--- config.mk ---
export PLATFORM = sky130hd
export DESIGN_NAME = enc4to2_seq
export DESIGN_NICKNAME = d
export VERILOG_FILES = /design/src/rtl/enc4to2_seq.sv
export SDC_FILE = /design/constraint.sdc
export NUM_CORES = 1
export LEC_CHECK = 0
export CAP_MARGIN = 40
export CELL_PAD_IN_SITES_DETAIL_PLACEMENT = 1
export CELL_PAD_IN_SITES_GLOBAL_PLACEMENT = 1
export CORE_MARGIN = 10
export CORE_UTILIZATION = 29
export DETAILED_ROUTE_END_ITERATION = 10
export PLACE_DENSITY = 0.83
export SETUP_SLACK_MARGIN = 0.3
export SYNTH_ARGS = -nofsm -noshare
export SYNTH_HDL_FRONTEND = slang
export SYNTH_SLANG_ARGS = --single-unit
--- constraint.sdc ---
create_clock -name clk_i -period 1.7 [get_ports clk_i]
set_input_delay 0.17 -clock clk_i [delete_from_list [all_inputs] [get_ports clk_i]]
set_output_delay 0.17 -clock clk_i [all_outputs]
set_load 0.01 [all_outputs]
--- src/rtl/enc4to2_seq.sv ---
// Sequential 4-to-2 encoder: latches request lines into a pending register and
// hands out one encoded index at a time over a valid/ack handshake.
module enc4to2_seq #(
  parameter bit RR = 1'b0
) (
  input  logic       clk_i,
  input  logic       rst_i,
  input  logic       enable_i,
  input  logic [3:0] req_i,
  output logic [1:0] out_o,
  output logic       out_valid_o,
  input  logic       out_ack_i,
  output logic [3:0] pending_o,
  output logic       dup_err_o
);

  typedef enum logic [0:0] {
    IDLE = 1'b0,
    HOLD = 1'b1
  } state_t;

  state_t     state_q, state_d;
  logic [3:0] pend_q, pend_d;
  logic [1:0] out_q, out_d;
  logic       valid_q, valid_d;
  logic       dup_q, dup_d;
  logic [1:0] last_q, last_d;

  logic [3:0] cand_s;
  logic [1:0] sel_s;
  logic [3:0] clr_s;
  logic       load_s;

  function automatic logic [3:0] onehot(input logic [1:0] idx);
    return 4'b0001 << idx;
  endfunction

  function automatic logic [1:0] sel_fixed(input logic [3:0] v);
    logic [1:0] r;
    if (v[3]) begin
      r = 2'd3;
    end else if (v[2]) begin
      r = 2'd2;
    end else if (v[1]) begin
      r = 2'd1;
    end else begin
      r = 2'd0;
    end
    return r;
  endfunction

  // Scan starts one past the last grant and wraps; i=4 wraps back onto last itself.
  function automatic logic [1:0] sel_rr(input logic [3:0] v, input logic [1:0] last);
    logic [1:0] r;
    logic [1:0] idx;
    logic       found;
    r     = 2'd0;
    found = 1'b0;
    for (int i = 1; i <= 4; i++) begin
      idx = last + i[1:0];
      if (!found && v[idx]) begin
        r     = idx;
        found = 1'b1;
      end else begin
        found = found;
      end
    end
    return r;
  endfunction

  // Next-state, grant selection and pending-register update.
  always_comb begin
    state_d = state_q;
    out_d   = out_q;
    valid_d = valid_q;
    last_d  = last_q;
    load_s  = 1'b0;

    // The grant on display is never a candidate for the back-to-back reload.
    if (state_q == HOLD) begin
      cand_s = pend_q & ~onehot(out_q);
    end else begin
      cand_s = pend_q;
    end

    if (RR) begin
      sel_s = sel_rr(cand_s, last_q);
    end else begin
      sel_s = sel_fixed(cand_s);
    end

    case (state_q)
      IDLE: begin
        valid_d = 1'b0;
        if (cand_s != 4'd0) begin
          load_s = 1'b1;
        end else begin
          state_d = IDLE;
        end
      end
      HOLD: begin
        if (out_ack_i) begin
          if (cand_s != 4'd0) begin
            load_s = 1'b1;
          end else begin
            valid_d = 1'b0;
            state_d = IDLE;
          end
        end else begin
          state_d = HOLD;
        end
      end
      default: begin
        valid_d = 1'b0;
        state_d = IDLE;
      end
    endcase

    if (load_s) begin
      out_d   = sel_s;
      valid_d = 1'b1;
      last_d  = sel_s;
      state_d = HOLD;
      clr_s   = onehot(sel_s);
    end else begin
      clr_s   = 4'd0;
    end

    if (enable_i) begin
      pend_d = (pend_q & ~clr_s) | req_i;
      dup_d  = |(req_i & pend_q & ~clr_s);
    end else begin
      pend_d = pend_q & ~clr_s;
      dup_d  = 1'b0;
    end
  end

  // State and output registers.
  always_ff @(posedge clk_i or posedge rst_i) begin
    if (rst_i) begin
      state_q <= IDLE;
      pend_q  <= 4'd0;
      out_q   <= 2'd0;
      valid_q <= 1'b0;
      dup_q   <= 1'b0;
      last_q  <= 2'd3;
    end else begin
      state_q <= state_d;
      pend_q  <= pend_d;
      out_q   <= out_d;
      valid_q <= valid_d;
      dup_q   <= dup_d;
      last_q  <= last_d;
    end
  end

  assign out_o       = out_q;
  assign out_valid_o = valid_q;
  assign pending_o   = pend_q;
  assign dup_err_o   = dup_q;

endmodule

== Word level (Yosys, flattened, before mapping) ==
Index checks and enable logic that the tools add are counted.
Word-level totals
  bits of input ports: 8
  bits in registers: 9
  word-level logic and storage cells: 37
Cells by class
  reduce and logical (&&, ||, !) cells: 3
  eq/ne operators: 2
  shift operators: 2
  muxes and demuxes: 17
  bitwise operators: 8
Operators by type and width (number)
  bitwise AND 4 bit: 4
  two-way mux 4 bit: 3
  two-way mux 1 bit: 9
  inverter 4 bit: 2
  << shifter 1 x 2 -> 4 bit (first input constant): 2
  case mux 1 bit (2 select lines): 3
  two-way mux 2 bit: 2
  bitwise OR 4 bit: 1
  nonzero test 4 bit: 1
  OR reduction 4 bit: 1
  inequality test 3 x 2 -> 1 bit (second input constant): 1
  inequality test 3 bit (second input constant): 1
  AND reduction 2 bit: 1
  inverter 1 bit: 1

== Depth between registers and ports, before layout ==
Gate-level depths: netlist of run 1.
  word-level depth: 13
  gate-level depth with buffers: 6
  depth with buffers taken out: 5

== Least setup slack after synthesis of run 1 ==
OpenSTA, ideal clock, no wires.
  kind: flip-flop to flip-flop
  start point: reg out_q[0], in the netlist out_o[0]
  end point: reg dup_q, in the netlist dup_err_o
  required time: 1564 ps
  data arrival time: 1530 ps
  period minus slack after synthesis: 1666 ps
  path slack: 34 ps
  cell stages (with the launch flop): 6
  cell sequence: dfrtp_1 > mux2_2 > or3_1 > a32oi_1 > or2_1 > o221ai_2
On the way
  cells in the longest elaborated chain, start to end: 13
  elaborated cells on any way between the ends: 17
  those cells by class: shift (2); mux (9); bitwise (4); reduce/logical (2)
RTL lines
  start, declared: line 24  | logic [1:0] out_q, out_d;
  start signal, assigned: line 150  | out_q <= out_d;
  << shifter 1 x 2 -> 4 bit *: line 35  | return 4'b0001 << idx;
  inverter 4 bit *: line 81  | cand_s = pend_q & ~onehot(out_q);
  bitwise AND 4 bit *: line 81
  two-way mux 4 bit *: line 80  | if (state_q == HOLD) begin
  nonzero test 4 bit / two-way mux 1 bit (equally long branches): line 95, 103, 44
  two-way mux 1 bit / two-way mux 2 bit (equally long branches): line 95, 103, 42
  two-way mux 1 bit / two-way mux 2 bit (equally long branches): line 102, 40
  case mux 1 bit (2 select lines) / << shifter 1 x 2 -> 4 bit (equally long branches): line 92, 35
  two-way mux 4 bit *: line 119  | if (load_s) begin
  inverter 4 bit *: line 131  | dup_d = |(req_i & pend_q & ~clr_s);
  bitwise AND 4 bit *: line 131
  OR reduction 4 bit *: line 131
  two-way mux 1 bit *: line 129  | if (enable_i) begin
  named net dup_d: line 26  | logic dup_q, dup_d;
  end signal, assigned: line 152  | dup_q <= dup_d;
  end, declared: line 26
Mark *: on every way through the listed nets, which the timed path passes. The rest lies on a longest branch.
A chain may end at the register's enable or synchronous reset.

== Final worst setup path of run 1 ==
Same ends and word-level chain as after synthesis.

==> impl_results.html, run 1 <==
<table>
<tr><th>Metric</th><th>Value</th></tr>
<tr><th colspan="2">Critical path</th></tr>
<tr><td>Required time of the critical path</td><td>1.85 ns</td></tr>
<tr><td>Critical Path Source</td><td>out_o[0]</td></tr>
<tr><td>Worst reg-to-reg setup slack</td><td>0.02 ns</td></tr>
<tr><td>Worst path buffer plus inverter count</td><td>0</td></tr>
<tr><td>Worst Setup Path Type</td><td>reg2reg</td></tr>
<tr><td>Startpoint Class</td><td>register</td></tr>
<tr><td>Termination of the worst setup path</td><td>dup_err_o</td></tr>
<tr><td>Critical path's slowest cell</td><td>sky130_fd_sc_hd__dfrtp_2</td></tr>
<tr><td>Critical path capture point type</td><td>register</td></tr>
<tr><td>List of cells traversed by the critical path</td><td>mux2_4, or3_4, a32oi_2, or2_1, o221ai_2</td></tr>
<tr><td>Worst reg2reg path depth</td><td>5</td></tr>
<tr><td>Worst R2R End</td><td>dup_err_o</td></tr>
<tr><td>Worst flop-to-flop path startpoint</td><td>out_o[0]</td></tr>
<tr><td>Delay of the slowest cell on the worst path</td><td>0.44 ns</td></tr>
<tr><td>Critical path peak fanout</td><td>4</td></tr>
<tr><td>Logic depth of the worst path, buffers included</td><td>5</td></tr>
<tr><td>Cell family contributing the most delay on the critical path</td><td>simple AND/OR/NAND/NOR gates</td></tr>
<tr><td>Arrival time of the worst setup path</td><td>1.83 ns</td></tr>
<tr><th colspan="2">STA</th></tr>
<tr><td>Final-report setup violation count</td><td>0</td></tr>
<tr><td>Accumulated negative setup slack</td><td>0 ns</td></tr>
<tr><td>Fin. max-slew vios</td><td>0</td></tr>
<tr><td>Rel. slew slack</td><td>0.7607</td></tr>
<tr><td>Final clock skew</td><td>0.007167 ns</td></tr>
<tr><td>Actual slew at the worst max-slew pin</td><td>0.3586 ns</td></tr>
<tr><td>Final worst-path cycle share</td><td>0.9881</td></tr>
<tr><td>RSZ-0062 raised after global routing</td><td>true</td></tr>
<tr><td>Final count of hold timing violations</td><td>0</td></tr>
<tr><td>Crit path setup slack, layout</td><td>0.02025 ns</td></tr>
<tr><td>Min Hold Slack</td><td>0.1573 ns</td></tr>
<tr><td>Time the worst path needs with I/O delays and setup</td><td>1.680 ns</td></tr>
<tr><td>Highest clock frequency the design can meet</td><td>0.5953 GHz</td></tr>
<tr><th colspan="2">Clock network</th></tr>
<tr><td>Clock root buffer</td><td>sky130_fd_sc_hd__clkbuf_4</td></tr>
<tr><td>H-tree level count</td><td>1</td></tr>
<tr><td>TritonCTS sink count</td><td>9</td></tr>
<tr><td>CTS buffer count</td><td>3</td></tr>
<tr><td>CTS clock-pin slew for the worst setup and hold paths</td><td>0.07 ns</td></tr>
<tr><td>Clock tree from TritonCTS</td><td>built</td></tr>
<tr><td>CTS max path bufs</td><td>2</td></tr>
<tr><td>Source-to-sink clock delay at the later pin of the worst-skew pair</td><td>0.27 ns</td></tr>
<tr><th colspan="2">Placement</th></tr>
<tr><td>DP HPWL</td><td>1404 um</td></tr>
<tr><td>DP Cell Count</td><td>102</td></tr>
<tr><td>Port Buf Inserts</td><td>15</td></tr>
<tr><td>Final GP Congestion</td><td>0.7722</td></tr>
<tr><td>Cell Area, Placed</td><td>754.5 um^2</td></tr>
<tr><td>Worst slack at placement</td><td>-0.03408 ns</td></tr>
<tr><th colspan="2">Yosys</th></tr>
<tr><td>Number of synthesized register bits</td><td>9</td></tr>
<tr><td>Number of library cell types mapped by synthesis</td><td>30</td></tr>
<tr><td>Number of standard cells after synthesis</td><td>58</td></tr>
<tr><td>Synth top area share</td><td>0.4245</td></tr>
<tr><td>Cells taking the most area after synthesis</td><td>sky130_fd_sc_hd__dfrtp_1 (42%), sky130_fd_sc_hd__nand2_1 (5.7%), sky130_fd_sc_hd__mux2_2 (4.2%)</td></tr>
<tr><td>Net count of the mapped netlist</td><td>66</td></tr>
<tr><td>Yosys Warn Count</td><td>0</td></tr>
<tr><td>Synthesized area</td><td>530.5 um^2</td></tr>
<tr><td>Mean instance size in the synthesized netlist</td><td>9.147 um^2</td></tr>
<tr><td>Cell taking the most area after synthesis</td><td>sky130_fd_sc_hd__dfrtp_1</td></tr>
<tr><td>Fraction of the yosys area taken by sequential cells</td><td>0.4245</td></tr>
<tr><th colspan="2">Die</th></tr>
<tr><td>Initial Utilization</td><td>0.3072</td></tr>
<tr><td>Total core area</td><td>1727 um^2</td></tr>
<tr><td>DIE HEIGHT</td><td>62.77 um</td></tr>
<tr><td>Number of placed I/O pins</td><td>16</td></tr>
<tr><td>Std-Cell Rows</td><td>15</td></tr>
<tr><td>X dimension of the die</td><td>62.77 um</td></tr>
<tr><td>Die area</td><td>3940 um^2</td></tr>
<tr><th colspan="2">Cells and area</th></tr>
<tr><td>Finished Core Util</td><td>0.5362</td></tr>
<tr><td>Leading cell type in the layout, fill and taps excluded</td><td>sky130_fd_sc_hd__buf_4</td></tr>
<tr><td>Filler instances</td><td>205</td></tr>
<tr><td>Layout area overhead</td><td>74.53%</td></tr>
<tr><td>Commonest cells after routing, fill and taps aside</td><td>sky130_fd_sc_hd__buf_4 (13), sky130_fd_sc_hd__clkdlybuf4s50_1 (9), sky130_fd_sc_hd__nand2_1 (7)</td></tr>
<tr><td>Non-filler cells, final</td><td>115</td></tr>
<tr><td>Number of nets in the finished design</td><td>99</td></tr>
<tr><td>Final antenna diode count</td><td>0</td></tr>
<tr><td>Proportion of layout cells with a drive suffix above 1</td><td>0.4444</td></tr>
<tr><td>Total non-filler cell area in the finished layout</td><td>925.9 um^2</td></tr>
<tr><th colspan="2">Routing</th></tr>
<tr><td>Routed wirelength normalized by instance count</td><td>17.97 um</td></tr>
<tr><td>DRC violation count after routing</td><td>0</td></tr>
<tr><td>Pre-Repair DR Iteration Count</td><td>4</td></tr>
<tr><td>Vias after detailed routing</td><td>608</td></tr>
<tr><td>WL final</td><td>2066 um</td></tr>
<tr><td>Starting DRC count in detailed routing</td><td>10</td></tr>
<tr><td>Residual antenna-violating net count after detailed routing</td><td>0</td></tr>
<tr><td>Avg Vias per Cell</td><td>5.287</td></tr>
<tr><th colspan="2">Power</th></tr>
<tr><td>Post-layout power</td><td>1.759 mW</td></tr>
<tr><td>Static power due to leakage</td><td>0.3923 nW</td></tr>
<tr><td>Power per cell area</td><td>1900 nW/um^2</td></tr>
<tr><td>Worst IR drop on VDD</td><td>0.7395 mV</td></tr>
<tr><th colspan="2">Outcome</th></tr>
<tr><td>Run status</td><td>finished clean</td></tr>
<tr><th colspan="2">GRT</th></tr>
<tr><td>Initial antenna violation count</td><td>0</td></tr>
<tr><td>Wire length of the first global-routing pass</td><td>3056 um</td></tr>
<tr><td>GRT overflow</td><td>0</td></tr>
<tr><td>Vias in the first global route</td><td>658</td></tr>
<tr><td>Largest net degree at the start of global routing</td><td>10</td></tr>
<tr><td>All-Layer GR Usage</td><td>0.09771</td></tr>
<tr><th colspan="2">Flow run</th></tr>
<tr><td>Max-cap violations</td><td>0</td></tr>
<tr><th colspan="2">Hold path</th></tr>
<tr><td>Worst min path class</td><td>in2async</td></tr>
</table>
## synthesized netlist by cell type
library cell and number:
sky130_fd_sc_hd__a221o_1 1, sky130_fd_sc_hd__a21o_1 1, sky130_fd_sc_hd__nor3_1 1, sky130_fd_sc_hd__mux2i_1 1, sky130_fd_sc_hd__o31ai_1 1, sky130_fd_sc_hd__o22ai_1 1
sky130_fd_sc_hd__nand2b_1 3, sky130_fd_sc_hd__buf_2 1, sky130_fd_sc_hd__clkbuf_1 1, sky130_fd_sc_hd__nand2_1 8, sky130_fd_sc_hd__inv_2 1, sky130_fd_sc_hd__a32oi_1 2
sky130_fd_sc_hd__o2111ai_1 1, sky130_fd_sc_hd__a22o_1 2, sky130_fd_sc_hd__and2_1 1, sky130_fd_sc_hd__inv_1 3, sky130_fd_sc_hd__o31a_1 1, sky130_fd_sc_hd__o21ai_1 1
sky130_fd_sc_hd__or4_1 1, sky130_fd_sc_hd__nor2_1 4, sky130_fd_sc_hd__dfrtp_1 9, sky130_fd_sc_hd__o21ai_0 2, sky130_fd_sc_hd__a21oi_1 2, sky130_fd_sc_hd__or3_1 1
sky130_fd_sc_hd__mux2_2 2, sky130_fd_sc_hd__o221ai_1 1, sky130_fd_sc_hd__a21boi_0 1, sky130_fd_sc_hd__o221ai_2 1, sky130_fd_sc_hd__o21a_1 1, sky130_fd_sc_hd__or2_1 2
## logic make-up (layout without fill, tap and decap cells)
group | Yosys count | after routing | synth area share
compound gates | 19 | 19 | 0.2783
mux | 3 | 3 | 0.06132
simple gates | 21 | 21 | 0.1910
flops | 9 | 9 | 0.4245
buf+inv | 6 | 38 | 0.04479
## registers in the layout, summed over array words and instances, names as in the netlist
signal / flops
dup_err_o: 1
out_valid_o: 1
out_o: 2
pending_o: 4
state_q: 1
## worst min-delay path by stage
stage                   end  slack, ns
2_1_floorplan     dup_err_o     -0.002
3_3_place_gp   pending_o[1]       0.45
3_5_place_dp      dup_err_o       0.47
4_1_cts           dup_err_o       0.18
5_1_grt           dup_err_o       0.19
6_report            state_q       0.16
## final cells by class
class                      instances  area, um^2  area share
clock buffer                       4       26.28     0.02838
sequential                         9       231.5      0.2500
timing repair buffer              30       260.3      0.2811
multi-input combinational         43       361.6      0.3905
tap                               25       31.28     0.03378
inverter                           4       15.01     0.01622
## per-layer routing
layer  track usage  vias up  part of all wire
met3       0.02509        7             0.042
met1       0.09746      306              0.40
met2        0.1705       19              0.52
li1              -      276                 -
met4       0.07263        0             0.040
met5             0        -                 0
## repair_timing
| action | CTS | global route |
|---|---|---|
| buffers inserted | 6 | 3 |
| endpoints found under the setup margin | 12 | 9 |
| gates resized for setup | 15 | 13 |
| pin swaps | 3 | 3 |
| hold buffers | 0 | 0 |
## power breakdown
part           total, mW  switching, mW  internal, mW  leakage [nW]
clock              0.175         0.0841        0.0909        0.0150
combinational       1.17          0.568         0.600         0.287
sequential         0.417          0.105         0.312        0.0908
total               1.76          0.756          1.00         0.392
Power figures use the tool's default switching activity.
==> run 2: changes to the inputs <==
--- a/config.mk
+++ b/config.mk
@@ -12,6 +12,7 @@
 export CORE_UTILIZATION = 29
 export DETAILED_ROUTE_END_ITERATION = 10
 export PLACE_DENSITY = 0.83
+export REMOVE_ABC_BUFFERS = 1
 export SETUP_SLACK_MARGIN = 0.3
 export SYNTH_ARGS = -nofsm -noshare
 export SYNTH_HDL_FRONTEND = slang
==> run 2 against run 1 <==
  * Utilization decreased by 0.073 points
  * Via count shrank 1.8%
  * First-iteration DRC count grew 10%
  * Die area unchanged
  * Hold slack better by 0.012 ns
  * Largest cell class unchanged
  * Clock skew fell by 0.0041 ns
  * Final area shrank 0.14%
  * Critical path type unchanged
  * Clock power fell by 3%
  * Sequential cell count stayed put
  * Clock-buffer cell count did not move
==> impl_results.html, run 2 (synthesis results as in run 1) <==
<table>
<tr><th>Metric</th><th>Value</th></tr>
<tr><th colspan="2">Critical path</th></tr>
<tr><td>Critical path peak fanout</td><td>5 (+1)</td></tr>
<tr><td>Worst path buffer plus inverter count</td><td>0 (unchanged)</td></tr>
<tr><td>Arrival time of the worst setup path</td><td>1.81 ns (-0.02 ns)</td></tr>
<tr><td>Worst Setup Path Type</td><td>reg2reg</td></tr>
<tr><td>Delay of the slowest cell on the worst path</td><td>0.45 ns (about the same)</td></tr>
<tr><td>Critical path's slowest cell</td><td>sky130_fd_sc_hd__dfrtp_2</td></tr>
<tr><td>Critical path capture point type</td><td>register</td></tr>
<tr><td>List of cells traversed by the critical path</td><td>mux2_4, or3_4, a32oi_2, or2_1, o221ai_2</td></tr>
<tr><td>Cell family contributing the most delay on the critical path</td><td>simple AND/OR/NAND/NOR gates</td></tr>
<tr><td>Startpoint Class</td><td>register</td></tr>
<tr><td>Required time of the critical path</td><td>1.84 ns (about the same)</td></tr>
<tr><th colspan="2">Cells and area</th></tr>
<tr><td>Commonest cells after routing, fill and taps aside</td><td>sky130_fd_sc_hd__buf_4 (13), sky130_fd_sc_hd__clkdlybuf4s50_1 (9), sky130_fd_sc_hd__nand2_1 (7)</td></tr>
<tr><td>Number of nets in the finished design</td><td>99 (unchanged)</td></tr>
<tr><td>Layout area overhead</td><td>74.29%</td></tr>
<tr><td>Total non-filler cell area in the finished layout</td><td>924.6 um^2 (-0.14%)</td></tr>
<tr><td>Proportion of layout cells with a drive suffix above 1</td><td>0.4222 (-0.02222)</td></tr>
<tr><td>Filler instances</td><td>208 (+1.5%)</td></tr>
<tr><td>Number of flip-flops under the largest register name</td><td>4 (unchanged)</td></tr>
<tr><td>Area used by multi-input combinational logic</td><td>355.3 um^2 (-1.7%)</td></tr>
<tr><td>Final antenna diode count</td><td>0 (unchanged)</td></tr>
<tr><td>Storage element area</td><td>230.2 um^2 (-0.54%)</td></tr>
<tr><td>Non-filler cells, final</td><td>115 (unchanged)</td></tr>
<tr><td>Leading cell type in the layout, fill and taps excluded</td><td>sky130_fd_sc_hd__buf_4</td></tr>
<tr><th colspan="2">Die</th></tr>
<tr><td>Initial Utilization</td><td>0.3072 (unchanged)</td></tr>
<tr><td>Die area</td><td>3940 um^2 (unchanged)</td></tr>
<tr><td>Number of placed I/O pins</td><td>16 (unchanged)</td></tr>
<tr><td>X dimension of the die</td><td>62.77 um (unchanged)</td></tr>
<tr><td>DIE HEIGHT</td><td>62.77 um (unchanged)</td></tr>
<tr><td>Std-Cell Rows</td><td>15 (unchanged)</td></tr>
<tr><td>Total core area</td><td>1727 um^2 (unchanged)</td></tr>
<tr><th colspan="2">Routing</th></tr>
<tr><td>Residual antenna-violating net count after detailed routing</td><td>0 (unchanged)</td></tr>
<tr><td>Vias after detailed routing</td><td>597 (-1.8%)</td></tr>
<tr><td>Pre-Repair DR Iteration Count</td><td>4 (unchanged)</td></tr>
<tr><td>Routed wirelength normalized by instance count</td><td>16.41 um (-8.7%)</td></tr>
<tr><td>Starting DRC count in detailed routing</td><td>11 (+1)</td></tr>
<tr><td>WL final</td><td>1887 um (-8.7%)</td></tr>
<tr><td>Avg Vias per Cell</td><td>5.191 (-1.8%)</td></tr>
<tr><td>DRC violation count after routing</td><td>0 (unchanged)</td></tr>
<tr><th colspan="2">STA</th></tr>
<tr><td>Rel. slew slack</td><td>0.7605 (about the same)</td></tr>
<tr><td>Crit path setup slack, layout</td><td>0.02753 ns (+0.007283 ns)</td></tr>
<tr><td>Accumulated negative setup slack</td><td>0 ns (unchanged)</td></tr>
<tr><td>Final-report setup violation count</td><td>0 (unchanged)</td></tr>
<tr><td>Highest clock frequency the design can meet</td><td>0.5979 GHz (+0.44%)</td></tr>
<tr><td>Actual slew at the worst max-slew pin</td><td>0.3588 ns (+0.0002506 ns)</td></tr>
<tr><td>Fin. max-slew vios</td><td>0 (unchanged)</td></tr>
<tr><td>Time the worst path needs with I/O delays and setup</td><td>1.672 ns (-0.007283 ns)</td></tr>
<tr><td>Final worst-path cycle share</td><td>0.9838 (-0.004284)</td></tr>
<tr><td>RSZ-0062 raised after global routing</td><td>true</td></tr>
<tr><td>Final clock skew</td><td>0.003029 ns (-0.004139 ns)</td></tr>
<tr><td>Final count of hold timing violations</td><td>0 (unchanged)</td></tr>
<tr><th colspan="2">GRT</th></tr>
<tr><td>Initial antenna violation count</td><td>0 (unchanged)</td></tr>
<tr><td>GRT overflow</td><td>0 (unchanged)</td></tr>
<tr><td>Wire length of the first global-routing pass</td><td>3125 um (+2.3%)</td></tr>
<tr><td>Largest net degree at the start of global routing</td><td>10 (unchanged)</td></tr>
<tr><td>All-Layer GR Usage</td><td>0.1004 (+0.002689)</td></tr>
<tr><td>Vias in the first global route</td><td>681 (+3.5%)</td></tr>
<tr><th colspan="2">Clock network</th></tr>
<tr><td>CTS buffer count</td><td>3 (unchanged)</td></tr>
<tr><td>H-tree level count</td><td>1 (unchanged)</td></tr>
<tr><td>CTS clock-pin slew for the worst setup and hold paths</td><td>0.06 ns (about the same)</td></tr>
<tr><td>Clock root buffer</td><td>sky130_fd_sc_hd__clkbuf_4</td></tr>
<tr><td>Source-to-sink clock delay at the later pin of the worst-skew pair</td><td>0.26 ns (about the same)</td></tr>
<tr><td>TritonCTS sink count</td><td>9 (unchanged)</td></tr>
<tr><td>Clock tree from TritonCTS</td><td>built</td></tr>
<tr><td>CTS max path bufs</td><td>2 (unchanged)</td></tr>
<tr><th colspan="2">Placement</th></tr>
<tr><td>Final GP Congestion</td><td>0.7946 (+2.9%)</td></tr>
<tr><td>Cell Area, Placed</td><td>763.2 um^2 (+1.2%)</td></tr>
<tr><td>Port Buf Inserts</td><td>15 (unchanged)</td></tr>
<tr><td>DP HPWL</td><td>1392 um (-0.90%)</td></tr>
<tr><td>DP Cell Count</td><td>104 (+2.0%)</td></tr>
<tr><td>Worst slack at placement</td><td>-0.07287 ns (-0.03879 ns)</td></tr>
<tr><th colspan="2">Outcome</th></tr>
<tr><td>Run status</td><td>finished clean</td></tr>
<tr><th colspan="2">Power</th></tr>
<tr><td>Static power due to leakage</td><td>0.3934 nW (+0.27%)</td></tr>
<tr><td>Worst IR drop on VDD</td><td>0.8876 mV (+20%)</td></tr>
<tr><td>Power per cell area</td><td>1844 nW/um^2 (-2.9%)</td></tr>
<tr><th colspan="2">Flow run</th></tr>
<tr><td>Max-cap violations</td><td>0 (unchanged)</td></tr>
<tr><th colspan="2">Hold path</th></tr>
<tr><td>Worst min path class</td><td>in2async</td></tr>
</table>
==> run 2: stage by stage <==
step,util,power [mW],hold WS (ns)
6_report,0.5355,1.705,0.1696
5_1_grt,0.5355,1.834,0.1904
4_1_cts,0.5036,1.579,0.1795
3_5_place_dp,0.4420,1.251,0.4634
3_3_place_gp,0.4420,1.216,0.4467
2_1_floorplan,-,0.8199,-0.002082
==> run 2: final cells by class <==
cell class,instances,area share
clock buffers,4,0.02842
well taps,25,0.03383
flip-flops and latches,9,0.2490
multi-input cells,43,0.3843
repair buffers,30,0.2882
inverters,4,0.01624
==> run 2: layer usage <==
metal	up-vias	global-route usage	part of all wire
li1	276	-	-
met1	296	0.1009	0.45
met2	19	0.1782	0.48
met3	6	0.02509	0.034
met4	0	0.06704	0.033
met5	-	0	0
==> run 2: power breakdown <==
group          leakage [nW]  total (mW)  internal (mW)  switching (mW)
clock                0.0150       0.169         0.0907          0.0780
combinational         0.287        1.11          0.592           0.521
sequential           0.0919       0.423          0.310           0.113
==> run 2: worst paths after layout <==
check                      slack, ns  cells past startpoint           end         from
min in group clk_i              0.48                      3  pending_o[0]     req_i[0]
max in group asynchronous       1.24                      2  pending_o[2]        rst_i
hold reg to reg                 0.50                      1   out_valid_o  out_valid_o
setup / recovery                0.03                      5     dup_err_o     out_o[0]
setup reg to reg                0.03                      5     dup_err_o     out_o[0]
hold / removal                  0.17                      2       state_q        rst_i
==> run 2: what timing repair did <==
item                                    in CTS  in global routing
endpoints found under the setup margin      14                  9
pin swaps                                    6                  5
hold buffers                                 0                  0
setup buffers                                7                  0
gates resized for setup                     16                 13
